`config.mk`:
```
export PLATFORM = sky130hd
export DESIGN_NAME = p_p_multi_flat
export DESIGN_NICKNAME = d
export VERILOG_FILES = /design/src/rtl/p_p_pkg.sv /design/src/rtl/p_p_multi_if.sv /design/src/rtl/p_p_multi_prio_first.sv /design/src/rtl/p_p_multi.sv /design/src/flat_wrapper.sv
export SDC_FILE = /design/constraint.sdc
export NUM_CORES = 1
export LEC_CHECK = 0
export CAP_MARGIN = 20
export CELL_PAD_IN_SITES_DETAIL_PLACEMENT = 1
export CELL_PAD_IN_SITES_GLOBAL_PLACEMENT = 2
export CORE_ASPECT_RATIO = 1.75
export CORE_MARGIN = 8
export CORE_UTILIZATION = 25
export DETAILED_ROUTE_END_ITERATION = 12
export PLACE_DENSITY = 0.84
export REMOVE_ABC_BUFFERS = 1
export SYNTH_ARGS = -nofsm -noshare
export SYNTH_HDL_FRONTEND = slang
export SYNTH_SLANG_ARGS = --single-unit
```
`constraint.sdc`:
```
create_clock -name clk -period 4.1 [get_ports clk]
set_input_delay 0.82 -clock clk [delete_from_list [all_inputs] [get_ports clk]]
set_output_delay 0.82 -clock clk [all_outputs]
set_load 0.1 [all_outputs]
```
`src/rtl/p_p_pkg.sv`:
```
// Shared types, the default channel-to-mask-group map and a map lookup helper
// for the p_p_multi interrupt unit.
package p_p_pkg;

  localparam int P_P_MAP_MAX = 1024;

  // Nibble i is the RM bit index for channel i; 4'hF marks an unmaskable channel.
  localparam logic [127:0] P_P_MGRP32 = 128'h9999_8888_8877_7777_6655_4444_4443_210F;

  typedef enum logic {
    IDLE  = 1'b0,
    GRANT = 1'b1
  } pp_state_e;

  function automatic int unsigned mgrp_idx(input logic [P_P_MAP_MAX-1:0] map,
                                           input int unsigned i,
                                           input int unsigned mw);
    logic [P_P_MAP_MAX-1:0] sh;
    sh = map >> (i * mw);
    return sh[31:0] & ((32'd1 << mw) - 32'd1);
  endfunction

endpackage

```
`src/rtl/p_p_multi_if.sv`:
```
// CPU-side bus of the p_p_multi interrupt unit: raw lines, register access,
// and the irq/ack/vector/eoi handshake.
interface p_p_multi_if #(
  parameter int NCH   = 32,
  parameter int NMASK = 10
);
  localparam int VW = (NCH > 1) ? $clog2(NCH) : 1;

  logic [NCH-1:0]   intr;
  logic             rm_we;
  logic [NMASK-1:0] rm_wdata;
  logic [NMASK-1:0] rs;
  logic             rz_we;
  logic [NCH-1:0]   rz_wdata;
  logic             rz_clr;
  logic [NCH-1:0]   rz;
  logic [NCH-1:0]   rp;
  logic             irq;
  logic             ack;
  logic             vec_vld;
  logic [VW-1:0]    vec;
  logic             eoi;

  modport master (
    output intr, rm_we, rm_wdata, rz_we, rz_wdata, rz_clr, ack, eoi,
    input  rs, rz, rp, irq, vec_vld, vec
  );

  modport slave (
    input  intr, rm_we, rm_wdata, rz_we, rz_wdata, rz_clr, ack, eoi,
    output rs, rz, rp, irq, vec_vld, vec
  );

endinterface

```
`src/rtl/p_p_multi_prio_first.sv`:
```
// Lowest-index-set-bit finder: idx is the smallest i with vec[i]=1.
module prio_first #(
  parameter int W  = 32,
  parameter int IW = (W > 1) ? $clog2(W) : 1
) (
  input  logic [W-1:0]  vec,
  output logic          found,
  output logic [IW-1:0] idx
);

  // NOTE: every output of a combinational block gets a default first, so no
  // path through it leaves a value unassigned and infers a latch.
  always_comb begin
    found = 1'b0;
    idx   = '0;
    for (int i = W - 1; i >= 0; i--) begin
      if (vec[i]) begin
        found = 1'b1;
        idx   = IW'(i);
      end
    end
  end

endmodule

```
`src/rtl/p_p_multi.sv`:
```
// Parametrised P-P interrupt unit: request/mask/in-service registers, fixed
// priority arbitration with nesting, and a registered vector handshake.
module p_p_multi
  import p_p_pkg::*;
#(
  parameter int                  NCH   = 32,
  parameter int                  NMASK = 10,
  parameter int                  MW    = 4,
  parameter logic [NCH*MW-1:0]   MGRP  = P_P_MGRP32,
  parameter logic [NCH-1:0]      EDGE  = '0,
  parameter logic [NCH-1:0]      SWW   = 32'hF000_0000
) (
  input  logic        clk,
  input  logic        clm,
  p_p_multi_if.slave  bus
);

  localparam int VW = (NCH > 1) ? $clog2(NCH) : 1;
  localparam int unsigned UNMASK = (1 << MW) - 1;
  localparam logic [P_P_MAP_MAX-1:0] MGRP_EXT = P_P_MAP_MAX'(MGRP);

  pp_state_e        state_q, state_d;
  logic [NCH-1:0]   intr_prev_q, intr_prev_d;
  logic [NCH-1:0]   rz_q, rz_d;
  logic [NCH-1:0]   rp_q, rp_d;
  logic [NMASK-1:0] rs_q, rs_d;
  logic [VW-1:0]    vec_q, vec_d;

  logic [NCH-1:0]   hw_set;
  logic [NCH-1:0]   en;
  logic [NCH-1:0]   cand;
  logic             g_found, top_found;
  logic [VW-1:0]    g_idx, top_idx;
  logic             grant_ok;
  logic             take;

  // Channel enables from the mask-group map, resolved at elaboration.
  for (genvar i = 0; i < NCH; i++) begin : g_en
    localparam int unsigned G = mgrp_idx(MGRP_EXT, i, MW);
    if (G == UNMASK) begin : g_unmask
      assign en[i] = 1'b1;
    end else if (G < NMASK) begin : g_mask
      assign en[i] = rs_q[G];
    end else begin : g_none
      assign en[i] = 1'b0;
    end
  end

  assign hw_set = (EDGE & bus.intr & ~intr_prev_q) | (~EDGE & bus.intr);
  assign cand   = rz_q & en;

  prio_first #(.W(NCH), .IW(VW)) u_grant (
    .vec   (cand),
    .found (g_found),
    .idx   (g_idx)
  );

  prio_first #(.W(NCH), .IW(VW)) u_top (
    .vec   (rp_q),
    .found (top_found),
    .idx   (top_idx)
  );

  // A request only preempts if strictly more urgent than the active handler.
  assign grant_ok = g_found && (!top_found || (g_idx < top_idx));
  assign take     = (state_q == IDLE) && bus.ack && grant_ok;

  always_comb begin
    intr_prev_d = bus.intr;
    rs_d        = bus.rm_we ? bus.rm_wdata : rs_q;
    vec_d       = take ? g_idx : vec_q;
  end

  // Software access first, then hardware sets, then the grant clear last.
  always_comb begin
    rz_d = rz_q;
    if (bus.rz_we) begin
      rz_d = (rz_d & ~SWW) | (bus.rz_wdata & SWW);
    end
    if (bus.rz_clr) begin
      rz_d = rz_d & ~SWW;
    end
    rz_d = rz_d | hw_set;
    if (take) begin
      rz_d[g_idx] = 1'b0;
    end
  end

  // The eoi target comes from rp_q, so a same-cycle grant cannot be retired.
  always_comb begin
    rp_d = rp_q;
    if (bus.eoi && top_found) begin
      rp_d[top_idx] = 1'b0;
    end
    if (take) begin
      rp_d[g_idx] = 1'b1;
    end
  end

  always_comb begin
    state_d = state_q;
    unique case (state_q)
      IDLE:    if (take) state_d = GRANT;
      GRANT:   state_d = IDLE;
      default: state_d = IDLE;
    endcase
  end

  always_comb begin
    bus.vec_vld = (state_q == GRANT);
    bus.irq     = (state_q == IDLE) && grant_ok;
  end

  assign bus.vec = vec_q;
  assign bus.rs  = rs_q;
  assign bus.rz  = rz_q;
  assign bus.rp  = rp_q;

  // NOTE: state registers use non-blocking assignments so every flop samples
  // pre-edge values regardless of statement order.
  always_ff @(posedge clk) begin
    if (clm) begin
      state_q     <= IDLE;
      // NOTE: history takes the live lines on reset so already-high inputs do
      // not look like fresh edges once clm drops.
      intr_prev_q <= bus.intr;
      rz_q        <= '0;
      rp_q        <= '0;
      rs_q        <= '0;
      vec_q       <= '0;
    end else begin
      state_q     <= state_d;
      intr_prev_q <= intr_prev_d;
      rz_q        <= rz_d;
      rp_q        <= rp_d;
      rs_q        <= rs_d;
      vec_q       <= vec_d;
    end
  end

endmodule

```
`src/flat_wrapper.sv`:
```
// flat-port wrapper written by rule: the top's interface ports become plain ports
module p_p_multi_flat import p_p_pkg::*;
#(
  parameter int                  NCH   = 32,
  parameter int                  NMASK = 10,
  parameter int                  MW    = 4,
  parameter logic [NCH*MW-1:0]   MGRP  = P_P_MGRP32,
  parameter logic [NCH-1:0]      EDGE  = '0,
  parameter logic [NCH-1:0]      SWW   = 32'hF000_0000
)
  (clk, clm, bus_intr, bus_rm_we, bus_rm_wdata, bus_rz_we, bus_rz_wdata, bus_rz_clr, bus_ack, bus_eoi, bus_rs, bus_rz, bus_rp, bus_irq, bus_vec_vld, bus_vec);
  p_p_multi_if #(.NCH(NCH), .NMASK(NMASK)) bus_i ();
  input  logic clk;
  input  logic clm;
  input wire logic [$bits(bus_i.intr)-1:0] bus_intr;
  input wire logic [$bits(bus_i.rm_we)-1:0] bus_rm_we;
  input wire logic [$bits(bus_i.rm_wdata)-1:0] bus_rm_wdata;
  input wire logic [$bits(bus_i.rz_we)-1:0] bus_rz_we;
  input wire logic [$bits(bus_i.rz_wdata)-1:0] bus_rz_wdata;
  input wire logic [$bits(bus_i.rz_clr)-1:0] bus_rz_clr;
  input wire logic [$bits(bus_i.ack)-1:0] bus_ack;
  input wire logic [$bits(bus_i.eoi)-1:0] bus_eoi;
  output wire logic [$bits(bus_i.rs)-1:0] bus_rs;
  output wire logic [$bits(bus_i.rz)-1:0] bus_rz;
  output wire logic [$bits(bus_i.rp)-1:0] bus_rp;
  output wire logic [$bits(bus_i.irq)-1:0] bus_irq;
  output wire logic [$bits(bus_i.vec_vld)-1:0] bus_vec_vld;
  output wire logic [$bits(bus_i.vec)-1:0] bus_vec;
  assign bus_i.intr = bus_intr;
  assign bus_i.rm_we = bus_rm_we;
  assign bus_i.rm_wdata = bus_rm_wdata;
  assign bus_i.rz_we = bus_rz_we;
  assign bus_i.rz_wdata = bus_rz_wdata;
  assign bus_i.rz_clr = bus_rz_clr;
  assign bus_i.ack = bus_ack;
  assign bus_i.eoi = bus_eoi;
  assign bus_rs = bus_i.rs;
  assign bus_rz = bus_i.rz;
  assign bus_rp = bus_i.rp;
  assign bus_irq = bus_i.irq;
  assign bus_vec_vld = bus_i.vec_vld;
  assign bus_vec = bus_i.vec;
  p_p_multi #(.NCH(NCH), .NMASK(NMASK), .MW(MW), .MGRP(MGRP), .EDGE(EDGE), .SWW(SWW)) u_core (.clk(clk), .clm(clm), .bus(bus_i));
endmodule
```
Word-level counts from Yosys, hierarchy flattened
Index checks and enable logic that the tools add are counted.
Cells by class
  order comparisons: 5
  mux-type cells: 139
  bitwise operators: 9
  reduce and logical (&&, ||, !) cells: 9
Operators with widths (count)
  5-bit 2-to-1 mux: 64
  32-bit 2-to-1 mux: 5
  32-bit AND: 3
  1-bit 2-to-1 mux: 67
  32-bit inverter: 2
  32-bit bitwise OR: 2
  28-bit by 32-bit bitwise OR with 32-bit output: 1
  5-bit by 6-bit < comparator with 1-bit output (second input constant): 2
  1-bit demux with 5-bit select: 2
  5-bit by 1-bit greater-or-equal comparator with 1-bit output (second input constant): 2
  1-bit logical AND: 7
  5-bit < comparator: 1
  1-bit one-hot mux with 2 select lines: 1
  1-bit logical NOT: 1
  1-bit logical OR: 1
  1-bit inverter: 1
Word-level totals
  register bits: 80
  bits of input ports: 81
  output and inout port bits: 81
  logic and storage cells: 167

Depth between registers and ports, before layout
  word-level depth: 41
  depth in mapped cells: 17
  gate-level depth less buffers: 14

Modules after synthesis
From an unflattened synthesis, not the netlist that was laid out.
Unflattened totals
  cell total of the unflattened synthesis: 551
  area, all modules: 4514.3 sq um
Modules (own cells, without submodules)
  p_p_multi: times used 1, cells each 421, area an instance 3773.6 sq um, seq. area each 1601.5 sq um
  prio_first: times used 2, cells each 65, area an instance 370.4 sq um, seq. area each 0.0 sq um

Least setup slack after synthesis
OpenSTA, ideal clock, no wires.
  path type: reg2out
  start: register u_core.rs_q[6], in the netlist u_core.bus.rs[6]
  end: output port bus_irq
  arrival time: 5872 ps
  data required time: 3280 ps
  slack: -2592 ps
  cell stages (with the launch flop): 14
  buffers on the path: 2
  cell sequence: dfxtp_1 > o21ai_0 > o311ai_0 > o21ai_0 > o32a_1 > inv_1 > clkbuf_1 > buf_1 > ha_1 > o21a_1 > nor2_1 > o21ai_0 > and2_4 > a221oi_1
On the way
  longest elaborated chain between the ends: 21
  elaborated cells on any way between the ends: 37
  those cells by class: 1 x order compare; 32 x mux; 1 x bitwise; 3 x reduce/logical
RTL lines
  start, declared: RTL line p_p_multi.sv:26  | logic [NMASK-1:0] rs_q, rs_d;
  start signal, assigned: RTL line p_p_multi.sv:136  | rs_q <= rs_d;
  32-bit AND (*): RTL line p_p_multi.sv:50  | assign cand = rz_q & en;
  5-bit 2-to-1 mux: RTL line p_p_multi_prio_first.sv:17  | if (vec[i]) begin
  5-bit 2-to-1 mux (*) (15 in series): RTL line p_p_multi_prio_first.sv:17
  net u_core.g_idx[1]: RTL line p_p_multi.sv:33  | logic [VW-1:0] g_idx, top_idx;
  5-bit < comparator (*): RTL line p_p_multi.sv:65  | assign grant_ok = g_found && (!top_found || (g_idx < top_idx));
  1-bit logical OR (*): RTL line p_p_multi.sv:65
  1-bit logical AND (*): RTL line p_p_multi.sv:65
  1-bit logical AND (*): RTL line p_p_multi.sv:111  | bus.irq = (state_q == IDLE) && grant_ok;
  end, declared: RTL line flat_wrapper.sv:26  | output wire logic [$bits(bus_i.irq)-1:0] bus_irq;
Mark *: on every way through the listed nets, which the timed path passes. The rest lies on a longest branch.

Final worst setup path
  start: register u_core.rp_q[27], in the netlist u_core.bus.rp[27]
  end: output port bus_irq
On the way
  longest elaborated chain between the ends: 32
  elaborated cells on any way between the ends: 61
  those cells by class: 1 x order compare; 56 x mux; 4 x reduce/logical
RTL lines
  start, declared: RTL line p_p_multi.sv:25  | logic [NCH-1:0] rp_q, rp_d;
  start signal, assigned: RTL line p_p_multi.sv:135  | rp_q <= rp_d;
  5-bit 2-to-1 mux or 1-bit 2-to-1 mux (tied branches) (28 in series): RTL line p_p_multi_prio_first.sv:17
  5-bit < comparator or 1-bit logical NOT (tied branches): RTL line p_p_multi.sv:65
  1-bit logical OR (*): RTL line p_p_multi.sv:65
  1-bit logical AND (*): RTL line p_p_multi.sv:65
  1-bit logical AND (*): RTL line p_p_multi.sv:111
Every way passes the cells marked *; elsewhere a longest branch is shown, timed or not.

==> results.md <==
- Status: complete, but fails checks
- Failing checks: setup timing
- Hold/Removal Path Class: flop to flop
- Port Buffer Count: roughly 130
- Worst EP arrival: 3290 ps
- Gr busiest metal: met2
- Fin crit share: 100%
- Pre-CTS setup slack: 173 ps
- Worst Setup End Kind: output pin
- Routed Antenna Nets: 0
- Largest net degree at the start of global routing: 45
- H-tree levels: 3
- Relative slew slack: 26.3%
- Vias/cell: about 5.5
- Starting DRT DRC Count: 218
- Power Total: between 0.003 and 0.004 W
- Average wire per standard cell: ~22 um
- Met2 usage: a little over a third
- Clock Pin Slew Worst Setup and Hold Paths: 60 ps
- Async S/R FF share, synth: 0%
- Tmin final: 4110 ps
- Worst Tran Pin Value: 1100 ps
- Layout cells sized above 1: 17.9%
- Bufs on Longest Clock Path: 2
- Top cell type's share of synthesized area: approximately 36%
- Synth area leaders: dfxtp_1 (36%), nor2_1 (5.7%), o311ai_0 (5.4%), o21ai_0 (4.2%), o31ai_1 (3.7%)
- Vias in the first global route: 5621
- Synth Register Bits: 80
- Initial antenna violation count: 0
- Top-count cell post-synth: dfxtp_1
- Post-Route WL: 20100 um
- Vias post-DR: 5076
- Worst setup SP type: flop
- ANT cells: 0
- Library cells used by synthesis: 71
- Final setup fails: 1
- Placed Cells: 905
- CTS tree: done
- Max Cap Violations: 0
- Synth Instances: 527
- Max Slew Vio Count: 0
- Total grt overflow: 0
- Dominant cell type by area after synthesis: dfxtp_1
- Netlist Area Pre-Place: 4410 um2
- Hold slack: 520 ps
- Drt pass-1 iters: 7
- Setup_tns: -12.7 ps
- Critical Path Fanout Max: 5
- P&R area growth vs syn: 53.1%
- Setup ws final: -12.7 ps
- Clock sink total: 80
- Clock Latency Late Sink: approximately 350 ps
- TritonCTS Buffers: 9
- Clk_skew: 9.16 ps
- Number of synthesized flops with an enable pin: 0
- Num ports: 162
- Seq/Total Area, Yosys: 36.3%
- Most frequent cells after synthesis: dfxtp_1 (80), nor2_1 (67), nand2_1 (37), o21ai_0 (37), o311ai_0 (27)
- Die Area: 22300 um2
- Worst Setup Path Type: flop to output pin
- First-pass GRT wire length: ~31000 um
- Row cnt: 64
- Ys Warns: 0
- Final #Nets: 780
- RSZ-0062 raised after global routing: yes
- Non-Filler Instances: 931
- GRT met1 Usage: between 10% and 20%
- Routability Congestion: 0.861
- Post-Syn Area per Cell: 8.37 um2
- Final Hold Fails: 0
- Initial core utilization: 25.4%
- Die width: 116 um
- Leak: between 2 and 3 nW
- Routing usage on met3: ~4.1%
- Peak VDD IR: about 0.00039 V
- Critical Path RT: 3280 ps
- Remaining DRCs: 0
- Most used DFF post-synth: dfxtp_1
- Chip height: 192 um
- Clock root cell: clkbuf_16
- Fmax: between 200 and 250 MHz
- Total Routing Usage GR: 17.9%
- Post-detail-place hpwl: about 16000 um
- Core Region: 17400 um2
- Power Dens Cells: 452 nW/um2
-- path summary, 6_finish.rpt --
check	start	end	slack [ps]	cells past startpoint
setup / recovery	u_core.bus.rp[27]	bus_irq	-10	13
hold / removal	u_core.bus.vec[0]	u_core.bus.vec[0]	520	2
hold reg to reg	u_core.bus.vec[0]	u_core.bus.vec[0]	520	2
setup reg to reg	u_core.bus.rp[27]	u_core.bus.rp[28]	650	12
-- state kept, by name, indices dropped and copies added, names as in the netlist --
| register | cells |
|---|---|
| u_core.bus.vec_vld | 1 |
| u_core.bus.rs | 10 |
| u_core.bus.rz | 32 |
| u_core.bus.rp | 32 |
| u_core.bus.vec | 5 |
-- power breakdown --
part | switching (W) | total (W) | internal [W]
Clock | 0.000348 | 0.000901 | 0.000552
Combinational | 0.000888 | 0.00128 | 0.000388
Sequential | 0.0000541 | 0.000879 | 0.000825
Total | 0.00129 | 0.00306 | 0.00176
-- worst max-delay path, cell delays in order, from the launching register on --
cell and delay, ps:
dfxtp_2 320, or4_4 530, o211ai_1 190, o211ai_1 180, a21oi_2 250, inv_2 80
ha_4 270, o21a_1 130, nor2_1 40, o21ai_0 290, and2_4 270, a221oi_2 70
buf_4 160, buf_12 160
-- area by class of cell --
type / count / area, um2
clock buffer: 10 / 239
clock inverter: 6 / 91.3
fill: 2059 / 10600
inverter: 15 / 56.3
multi-input combinational: 401 / 2720
sequential: 80 / 1610
tap: 231 / 289
timing repair buffer: 188 / 1750
-- per-layer routing --
metal	part of all wire (%)	vias up	wire length, um
met1	36	2523	7270
met2	56	139	11300
met3	4.8	33	957
li1	-	2381	-
met5	0	-	0
met4	2.6	0	525
-- cells by family after synthesis --
| family | Yosys count | share of synthesized area, % |
|---|---|---|
| compound gates | 196 | 33.3 |
| simple gates | 187 | 21.4 |
| flops | 80 | 36.3 |
| buf+inv | 46 | 4.62 |
| mux | 14 | 3.18 |
| fa+ha+maj | 4 | 1.13 |
-- stage by stage --
step           cell area [um2]  util, %
2_1_floorplan             4260        -
4_1_cts                   6610     38.0
6_report                  6750     38.9
3_5_place_dp              6230     35.8
5_1_grt                   6750     38.9
3_3_place_gp              6230     35.8
-- timing repair --
action / 4_1_cts / 5_1_grt
setup endpoints to repair: 1 / 1
hold buffers: 0 / 0
pin swaps: 4 / 8
endpoints found under the hold margin: 0 / 0
resized for setup: 7 / 27
setup buffers: 3 / 7
-- cells in the final DEF (no fill, tap or decap), drive strengths merged, types with 10 or more instances in the layout --
master / n
clkbuf: 10
nor2: 67
o311ai: 29
nand3: 14
a21oi: 19
a31oi: 18
o31ai: 22
nor3: 13
dfxtp: 80
mux2i: 14
inv: 16
o21ai: 42
clkdlybuf4s50: 131
nand2: 38
buf: 57
a211oi: 12
Power figures use the tool's default switching activity.
